[src/rtl/alu_result_fifo_if.sv]
// Valid/ready handshake bundle between the ALU, the result FIFO and the writeback consumer.
// The slave modport is the FIFO side; the master modport is the ALU/consumer (or bench) side.
interface alu_result_fifo_if #(
  parameter int N     = 8,
  parameter int DEPTH = 4
);
  logic                     in_valid;
  logic                     in_ready;
  logic [N-1:0]             in_result;
  logic [3:0]               in_op;
  logic                     out_valid;
  logic                     out_ready;
  logic [N-1:0]             out_result;
  logic [3:0]               out_op;
  logic                     out_illegal;
  logic                     out_zero;
  logic                     out_neg;
  logic [$clog2(DEPTH):0]   count;

  modport master (
    output in_valid, in_result, in_op, out_ready,
    input  in_ready, out_valid, out_result, out_op, out_illegal, out_zero, out_neg, count
  );

  modport slave (
    input  in_valid, in_result, in_op, out_ready,
    output in_ready, out_valid, out_result, out_op, out_illegal, out_zero, out_neg, count
  );
endinterface

[src/rtl/alu_result_fifo.sv]
// First-word-fall-through FIFO buffering ALU results with their opcode tag.
// Optional feature macro: ALU_FLAGS_EN stores zero/neg flags per entry.
module alu_result_fifo #(
  parameter int N     = 8,
  parameter int DEPTH = 4
) (
  input logic              clk,
  input logic              rst_n,
  alu_result_fifo_if.slave bus
);
  localparam int AW = (DEPTH > 1) ? $clog2(DEPTH) : 1;
  localparam int CW = $clog2(DEPTH) + 1;
  localparam logic [CW-1:0] FULL_CNT = CW'(DEPTH);

  logic [N-1:0]  mem_result  [DEPTH];
  logic [3:0]    mem_op      [DEPTH];
  logic          mem_illegal [DEPTH];

  logic [AW-1:0] wr_ptr_q, wr_ptr_d;
  logic [AW-1:0] rd_ptr_q, rd_ptr_d;
  logic [CW-1:0] count_q, count_d;
  logic          full, empty, push, pop;

  // Full/empty come from the occupancy counter, so pointers may wrap freely.
  assign full  = (count_q == FULL_CNT);
  assign empty = (count_q == '0);
  assign push  = bus.in_valid & ~full;
  assign pop   = bus.out_ready & ~empty;

  always_comb begin
    wr_ptr_d = wr_ptr_q;
    rd_ptr_d = rd_ptr_q;
    count_d  = count_q;
    if (push) wr_ptr_d = wr_ptr_q + AW'(1);
    if (pop)  rd_ptr_d = rd_ptr_q + AW'(1);
    case ({push, pop})
      2'b10:   count_d = count_q + CW'(1);
      2'b01:   count_d = count_q - CW'(1);
      default: count_d = count_q;
    endcase
  end

  always_ff @(posedge clk or negedge rst_n) begin
    if (!rst_n) begin
      wr_ptr_q <= '0;
      rd_ptr_q <= '0;
      count_q  <= '0;
    end else begin
      wr_ptr_q <= wr_ptr_d;
      rd_ptr_q <= rd_ptr_d;
      count_q  <= count_d;
    end
  end

  // Storage is deliberately not reset; outputs are masked while empty.
  always_ff @(posedge clk) begin
    if (push) begin
      mem_result[wr_ptr_q]  <= bus.in_result;
      mem_op[wr_ptr_q]      <= bus.in_op;
      mem_illegal[wr_ptr_q] <= (bus.in_op > 4'd8);
    end
  end

  assign bus.in_ready    = ~full;
  assign bus.out_valid   = ~empty;
  assign bus.count       = count_q;
  assign bus.out_result  = empty ? '0   : mem_result[rd_ptr_q];
  assign bus.out_op      = empty ? 4'd0 : mem_op[rd_ptr_q];
  assign bus.out_illegal = empty ? 1'b0 : mem_illegal[rd_ptr_q];

`ifdef ALU_FLAGS_EN
  logic mem_zero [DEPTH];
  logic mem_neg  [DEPTH];

  always_ff @(posedge clk) begin
    if (push) begin
      mem_zero[wr_ptr_q] <= (bus.in_result == '0);
      mem_neg[wr_ptr_q]  <= bus.in_result[N-1];
    end
  end

  assign bus.out_zero = empty ? 1'b0 : mem_zero[rd_ptr_q];
  assign bus.out_neg  = empty ? 1'b0 : mem_neg[rd_ptr_q];
`else
  assign bus.out_zero = 1'b0;
  assign bus.out_neg  = 1'b0;
`endif
endmodule

[src/flat_wrapper.sv]
// flat-port wrapper written by rule: the top's interface ports become plain ports
module alu_result_fifo_flat 
#(
  parameter int N     = 8,
  parameter int DEPTH = 4
)
  (clk, rst_n, bus_in_valid, bus_in_result, bus_in_op, bus_out_ready, bus_in_ready, bus_out_valid, bus_out_result, bus_out_op, bus_out_illegal, bus_out_zero, bus_out_neg, bus_count);
  alu_result_fifo_if #(.N(N), .DEPTH(DEPTH)) bus_i ();
  input logic clk;
  input logic rst_n;
  input wire logic [$bits(bus_i.in_valid)-1:0] bus_in_valid;
  input wire logic [$bits(bus_i.in_result)-1:0] bus_in_result;
  input wire logic [$bits(bus_i.in_op)-1:0] bus_in_op;
  input wire logic [$bits(bus_i.out_ready)-1:0] bus_out_ready;
  output wire logic [$bits(bus_i.in_ready)-1:0] bus_in_ready;
  output wire logic [$bits(bus_i.out_valid)-1:0] bus_out_valid;
  output wire logic [$bits(bus_i.out_result)-1:0] bus_out_result;
  output wire logic [$bits(bus_i.out_op)-1:0] bus_out_op;
  output wire logic [$bits(bus_i.out_illegal)-1:0] bus_out_illegal;
  output wire logic [$bits(bus_i.out_zero)-1:0] bus_out_zero;
  output wire logic [$bits(bus_i.out_neg)-1:0] bus_out_neg;
  output wire logic [$bits(bus_i.count)-1:0] bus_count;
  assign bus_i.in_valid = bus_in_valid;
  assign bus_i.in_result = bus_in_result;
  assign bus_i.in_op = bus_in_op;
  assign bus_i.out_ready = bus_out_ready;
  assign bus_in_ready = bus_i.in_ready;
  assign bus_out_valid = bus_i.out_valid;
  assign bus_out_result = bus_i.out_result;
  assign bus_out_op = bus_i.out_op;
  assign bus_out_illegal = bus_i.out_illegal;
  assign bus_out_zero = bus_i.out_zero;
  assign bus_out_neg = bus_i.out_neg;
  assign bus_count = bus_i.count;
  alu_result_fifo #(.N(N), .DEPTH(DEPTH)) u_core (.clk(clk), .rst_n(rst_n), .bus(bus_i));
endmodule
[config.mk]
export PLATFORM = sky130hd
export DESIGN_NAME = alu_result_fifo_flat
export DESIGN_NICKNAME = d
export VERILOG_FILES = /design/src/rtl/alu_result_fifo_if.sv /design/src/rtl/alu_result_fifo.sv /design/src/flat_wrapper.sv
export SDC_FILE = /design/constraint.sdc
export NUM_CORES = 1
export LEC_CHECK = 0
export ABC_AREA = 1
export BUFFER_PORTS_ARGS = -buffer_cell sky130_fd_sc_hd__buf_2
export CAP_MARGIN = 5
export CELL_PAD_IN_SITES_DETAIL_PLACEMENT = 2
export CELL_PAD_IN_SITES_GLOBAL_PLACEMENT = 2
export CORE_ASPECT_RATIO = 0.8
export CORE_MARGIN = 4
export CORE_UTILIZATION = 25
export DETAILED_ROUTE_END_ITERATION = 10
export PLACE_DENSITY = 0.67
export SLEW_MARGIN = 20
export SYNTH_ARGS = -nofsm -noshare
export SYNTH_HDL_FRONTEND = slang
export SYNTH_SLANG_ARGS = --single-unit
[constraint.sdc]
create_clock -name clk -period 5.3 [get_ports clk]
set_clock_uncertainty 0.15 [all_clocks]
set_input_delay 0.53 -clock clk [delete_from_list [all_inputs] [get_ports clk]]
set_output_delay 0.53 -clock clk [all_outputs]
set_load 0.005 [all_outputs]
==> run_results.csv, run 1 <==
group,metric,value,unit
routing,postRouteAntennaNets,0,
sta,grt_setup_unrepaired,"false",
setup_path,cp-endpoint,"bus_out_op[2]",
clock_tree,clk_pin_slew,0.05,ns
placed_design,preCtsSetupSlack,2.96,ns
yosys,yosysSeqAreaShare,61.8,%
sta,min_period,2.64,ns
yosys,synth_area_per_cell,10.6,um2
pwr,total_power,0.00195,W
die,io_pins,36,
status,status,"finished, final reports clean",
die,initial_utilization,25.7,%
global_routing,grt_pass1_wl,11000,um
clock_tree,clockBufferDepth,2,
layout,final_util,30.9,%
layout,fin_nets,327,
routing,wirelength,6900,um
layout,multi_input_area,709,um2
pwr,switching_power,0.000704,W
yosys,netlist.area_leader.share,55.6,%
routing,drt_pass1_iterations,4,
pwr,switching_share,36.1,%
routing,via_count,1887,
yosys,synth_common_cells,"inv_1 (64), nand2_1 (56), edfxtp_1 (52)",
die,core,10900,um2
placed_design,dp_cells,437,
clock_tree,cts_tree,"built",
die,die_x,127,um
yosys,ys_types,23,
yosys,synth.most_common_cell,"inv_1",
hold_path,hold_path.class,"in2reg",
clock_tree,insertion_delay,0.32,ns
layout,area_growth,20.2,%
global_routing,grt_pass1_vias,2088,
clock_tree,cts-buffers-inserted,9,
sta,relSlewSlack,39.8,%
pwr,power_frac_seq,34.8,%
routing,drt_first_iter_violations,73,
sta,tightest_slew,0.903,ns
layout,regArea,1740,um2
die,die_h,103,um
pwr,combPwrFrac,36.1,%
die,placementRows,34,
yosys,post-synth-top-area-cell,"edfxtp_1",
global_routing,track_usage,11.2,%
layout,n_antenna_cell,0,
layout,nFillCells,1203,
yosys,synth_edf_count,52,
flow_run,maxCapViolCount,0,
pwr,power_frac_clock,29.1,%
yosys,yosysWarnings,0,
global_routing,antenna_found_initial,0,
layout,drive_above_1_share,25.2,%
placed_design,hpwlAfterDp,4450,um
setup_path,reg2reg_to,"u_core.bus.count[2]",
sta,fmax,0.378,GHz
pwr,powerDensity,577,nW/um2
yosys,synthFlopType,"edfxtp_1",
routing,drcViolationCount,0,
pwr,p_leak,1.54,nW
pwr,ir_worst_vdd,0.209,mV
sta,fin_ws,2.66,ns
yosys,synthArstFlopShare,11.9,%
setup_path,crit_path_start_kind,"register",
die,fp.dieArea,13000,um2
setup_path,r2r_cells,10,
routing,wl_per_cell,15.2,um
sta,finalSetupViolCount,0,
yosys,netlist_instances,266,
yosys,synth.cell_area,2810,um2
sta,drv_slew,0,
clock_tree,root_buffer,"clkbuf_16",
yosys,synth_area_leaders,"edfxtp_1 (56%), inv_1 (8.5%), nand2_1 (7.5%), dfrtp_1 (6.2%), nand3_1 (4.5%)",
setup_path,worstPathRequired,4.62,ns
setup_path,startpoint,"u_core.rd_ptr_q[1]",
clock_tree,h-tree-depth,3,
global_routing,grt_overflow,0,
placed_design,gp_congestion,0.694,
layout,stdcell_count,454,
setup_path,r2r_setup_slack,3.21,ns
setup_path,cp_max_fo,16,
global_routing,grt_max_degree,30,
setup_path,critPathCaptureType,"output pin",
pwr,intPower,0.00124,W
setup_path,regToRegStartpoint,"u_core.bus.count[1]",
sta,setup-tns-final,0,ns
clock_tree,cts_resized,0,
setup_path,criticalPathCategory,"reg2out",
clock_tree,cts_setup_buffers,0,
placed_design,portBuffers,33,
sta,finalCritPeriodShare,49.9,%
setup_path,cp.arrival,1.96,ns
yosys,ys_ff_latch,59,
sta,hold_viol_final,0,
clock_tree,cts_sinks,59,
routing,vias_per_cell,4.16,
[worst min path at each step]
stage	startpoint	endpoint	slack (ns)	depth (start not counted)
floorplan	rst_n	u_core.bus.count[0]	0.08	0
global placement	rst_n	u_core.wr_ptr_q[1]	0.23	1
detailed placement	rst_n	u_core.wr_ptr_q[1]	0.24	1
CTS	bus_in_result[2]	u_core.mem_result[0][2]	0.26	1
global route	bus_in_result[5]	u_core.mem_result[0][5]	0.26	1
finish	bus_in_result[5]	u_core.mem_result[1][5]	0.27	1
[sequential cells by signal (all words and copies together), names as in the netlist]
register / cells
u_core.bus.count: 3
u_core.mem_illegal: 4
u_core.mem_op: 16
u_core.mem_result: 32
u_core.rd_ptr_q: 2
u_core.wr_ptr_q: 2
[cells in the final DEF, fill, tap and decap left out, drive strengths merged]
cell,Yosys,layout
a21oi,13,13
buf,11,37
bufinv,0,1
clkbuf,0,12
clkinv,1,4
conb,1,2
dfrtp,7,7
dlygate4sd3,0,1
edfxtp,52,52
fa,1,1
ha,5,5
inv,67,67
nand2,66,66
nand3,32,32
nand4,1,1
nor2,4,4
o21ai,2,2
o31a,1,1
xnor2,2,2
[worst max-delay path, cell delays in order, from the launching register on]
cell	delay, ns
dfrtp_1	0.75
clkinv_2	0.43
nand3_1	0.20
a21oi_1	0.10
buf_2	0.15
[logic make-up (layout without fill, tap and decap cells)]
| group | Yosys count | in the layout | share of synthesized area (%) |
|---|---|---|---|
| simple gates | 103 | 103 | 17.4 |
| buf+inv | 79 | 122 | 13.2 |
| flops | 59 | 59 | 61.8 |
| compound gates | 16 | 16 | 3.92 |
| fa+ha+maj | 6 | 6 | 2.94 |
| xor+xnor | 2 | 2 | 0.623 |
| other cells | 1 | 2 | 0.133 |
[per-layer routing]
layer	share of wire [%]	up-vias	wire [um]	GRT usage (%)
li1	-	907	-	-
met1	44	937	3070	12.8
met2	50	31	3470	20.1
met3	3.5	12	241	3.42
met4	1.7	0	116	4.20
met5	0	-	0	0
[power by group through the flow]
stage | registers, W | clock network, W | logic, W
2_1_floorplan | 0.000663 | 0 | 0.000520
3_3_place_gp | 0.000685 | 0 | 0.000699
3_5_place_dp | 0.000691 | 0 | 0.000717
4_1_cts | 0.000683 | 0.000577 | 0.000731
5_1_grt | 0.000692 | 0.000604 | 0.000795
6_report | 0.000679 | 0.000567 | 0.000703
[stage by stage]
step           area, um2  hold WS, ns
2_1_floorplan       2810       0.0844
3_3_place_gp        3080        0.233
3_5_place_dp        3080        0.239
4_1_cts             3380        0.264
5_1_grt             3380        0.265
6_report            3380        0.272
[final cells by class]
| class | instances | area share, % |
|---|---|---|
| inverter | 68 | 7.60 |
| clock buffer | 12 | 7.30 |
| timing repair buffer | 38 | 6.08 |
| clock inverter | 4 | 1.26 |
| multi-input combinational | 129 | 21.0 |
| sequential | 59 | 51.4 |
| tap | 144 | 5.34 |
[repair_timing]
item | in CTS | in global routing
endpoints found under the hold margin | 7 | 0
hold buffers | 1 | 0
setup endpoints to repair | 0 | 0
Note: power is estimated with default switching activity, not from simulation.
==> run 2, diff against run 1 <==
- ABC_AREA: 1 -> 0
- PLACE_DENSITY: 0.67 -> 0.61
- clock period: 5.3 -> 2.5 ns (I/O delays scaled with it)
==> run 2 against run 1 <==
Effect of this change: core utilization up 2.3 points; routed wire length decreased by 28%; sequential power rose by 110%; synthesized area decreased by 14%; sequential share of layout area increased by 5.3 points; sequential cell count did not move; final area down 9.3%; total power up 94%; largest cell class unchanged; largest power group is now sequential cells; highest routed layer unchanged.
==> run_results.csv, run 2 <==
group,metric,value,unit
clock_tree,cts_sinks,59,
setup_path,regToRegStartpoint,"u_core.bus.count[0]",
global_routing,busiest_layer,"met2",
yosys,synth.most_common_cell,"edfxtp_1",
layout,largest_reg_flops,32,
pwr,p_leak,1.15,nW
global_routing,grtUsageMet3,4.23,%
yosys,yosysSeqAreaShare,71.8,%
die,die_h,96.0,um
status,status,"finished, final reports clean",
routing,wirelength,4970,um
sta,finalCritPeriodShare,96.1,%
yosys,synth.cell_area,2420,um2
sta,hold_slack,0.0114,ns
hold_path,min-delay-start,"bus_in_result[2]",
pwr,intPower,0.00271,W
layout,reg_top3,"u_core.mem_result (32), u_core.mem_op (16), u_core.mem_illegal (4)",
placed_design,gp_congestion,0.715,
setup_path,worstPathRequired,2.60,ns
routing,vias_per_cell,4.34,
pwr,power_frac_seq,37.4,%
routing,drt_pass1_iterations,4,
global_routing,grt_pass1_wl,8160,um
global_routing,use_met1,10.8,%
setup_path,criticalPathCategory,"reg2reg",
layout,area_growth,26.7,%
global_routing,grt_max_degree,16,
pwr,switching_share,28.2,%
setup_path,crit_path_start_kind,"register",
global_routing,grt_overflow,0,
sta,setup-tns-final,0,ns
setup_path,cp_max_fo,6,
placed_design,portBuffers,33,
layout,final_cell_mix,"edfxtp_1 (52), buf_2 (33), and2_1 (14), mux4_2 (13), clkbuf_16 (9)",
clock_tree,cts_tree,"built",
yosys,netlist.area_leader.share,64.6,%
global_routing,grt_pass1_vias,1456,
yosys,synth_area_leaders,"edfxtp_1 (65%), mux4_2 (12%), dfrtp_1 (7.2%), and2_1 (3.6%), ha_1 (2.6%)",
clock_tree,root_buffer,"clkbuf_16",
routing,postRouteAntennaNets,0,
yosys,synth_top_family_by_area,"multiplexers",
layout,drive_above_1_share,37.4,%
sta,drv_slew,0,
pwr,ir_worst_vdd,0.415,mV
sta,finalSetupViolCount,0,
yosys,synth_adder_area_share,3.42,%
pwr,combPwrFrac,32.6,%
die,die_x,118,um
sta,fin_ws,0.0982,ns
placed_design,hpwlAfterDp,3290,um
die,initial_utilization,26.2,%
yosys,yosysWarnings,0,
yosys,synth_edf_count,52,
routing,drcViolationCount,0,
layout,final_util,33.2,%
yosys,synthArstFlopShare,11.9,%
clock_tree,h-tree-depth,3,
yosys,yosys.area_share.simple,6.26,%
yosys,ys_ff_latch,59,
global_routing,antenna_found_initial,0,
placed_design,dp_cells,274,
global_routing,gr-usage-met2,16.8,%
hold_path,hold_path.class,"in2reg",
sta,hold_viol_final,0,
yosys,synth_xor_xnor_area_share,2.17,%
yosys,synth_common_cells,"edfxtp_1 (52), and2_1 (14), mux4_2 (13)",
sta,fmax,0.416,GHz
yosys,synth.area.mux_share,12.7,%
layout,nFillCells,918,
clock_tree,insertion_delay,0.32,ns
clock_tree,clockBufferDepth,2,
yosys,synth_area_per_cell,19.5,um2
clock_tree,clk_pin_slew,0.05,ns
global_routing,track_usage,9.92,%
pwr,switching_power,0.00106,W
routing,via_count,1277,
yosys,synth_compound_area_share,0.569,%
clock_tree,cts-buffers-inserted,9,
die,io_pins,36,
pwr,power_frac_clock,30.0,%
clock_tree,cts_hold_buf,5,
pwr,powerDensity,1230,nW/um2
clock_tree,cts_resized,0,
layout,fin_nets,197,
yosys,netlist_instances,124,
die,placementRows,31,
yosys,synthFlopType,"edfxtp_1",
die,core,9230,um2
yosys,post-synth-top-area-cell,"edfxtp_1",
layout,stdcell_count,294,
sta,min_period,2.40,ns
setup_path,startpoint,"u_core.bus.count[0]",
setup_path,critPathCaptureType,"register",
layout,n_antenna_cell,0,
die,fp.dieArea,11300,um2
placed_design,preCtsSetupSlack,0.113,ns
flow_run,maxCapViolCount,0,
setup_path,cp.arrival,2.50,ns
sta,grt_setup_unrepaired,"false",
routing,wl_per_cell,16.9,um
layout,regMostFlops,"u_core.mem_result",
yosys,ys_types,24,
layout,final_common_cell,"edfxtp_1",
routing,drt_first_iter_violations,73,
clock_tree,cts_setup_buffers,0,
run 2: changes by cell type after synthesis, moves of 4 or more:
cell	previous run	this run
buf_6	7	2
nand3_1	25	1
a21oi_2	7	0
and3_1	0	4
nand2_1	56	1
nand3_2	7	0
and2_1	0	14
mux4_2	0	13
nand2_2	10	0
a21oi_1	6	0
inv_1	64	6
run 2: kinds of logic after synthesis:
group / count (synthesis)
other cells: 1
flops: 59
compound gates: 2
fa+ha+maj: 6
xor+xnor: 6
buf+inv: 12
simple gates: 24
mux: 14
run 2: area by class of cell:
class | count | area [um2] | area share, %
clock buffer | 11 | 233 | 7.60
multi-input combinational | 54 | 616 | 20.1
clock inverter | 4 | 42.5 | 1.39
timing repair buffer | 45 | 268 | 8.75
inverter | 6 | 22.5 | 0.736
tap | 115 | 144 | 4.70
sequential | 59 | 1740 | 56.7
run 2: worst paths after layout:
check                                           to  slack [ns]  cells after the start
setup reg to reg               u_core.bus.count[2]         0.1                      9
min in group asynchronous      u_core.bus.count[0]        0.15                      2
max in group asynchronous       u_core.wr_ptr_q[1]        1.89                      2
hold reg to reg                u_core.bus.count[2]        0.37                      1
setup / recovery               u_core.bus.count[2]         0.1                      9
hold / removal             u_core.mem_result[0][2]        0.01                      1
run 2: through the flow:
step | area [um2] | total power (W)
global placement | 2740 | 0.00263
detailed placement | 2740 | 0.00270
global route | 3060 | 0.00404
floorplan | 2420 | 0.00221
finish | 3060 | 0.00378
CTS | 3060 | 0.00387
run 2: worst max-delay path, cell delays in order, from the launching register on:
cell and delay, ns:
dfrtp_1 0.43, or3b_4 0.45, and2_4 0.19, inv_1 0.05, ha_1 0.18, inv_1 0.06, fa_1 0.37, xor2_1 0.15
nor2_1 0.14, xor2_1 0.15
run 2: layer usage:
metal | wire length [um] | part of all wire [%]
met4 | 117 | 2.4
met2 | 2500 | 50
met3 | 238 | 4.8
met1 | 2120 | 43
met5 | 0 | 0
run 2: power groups by stage:
stage / Combinational, W / Sequential, W / Clock, W
2_1_floorplan: 0.000794 / 0.00142 / 0
3_3_place_gp: 0.00123 / 0.00141 / 0
3_5_place_dp: 0.00127 / 0.00143 / 0
4_1_cts: 0.00129 / 0.00142 / 0.00117
5_1_grt: 0.00139 / 0.00144 / 0.00121
6_report: 0.00123 / 0.00141 / 0.00113
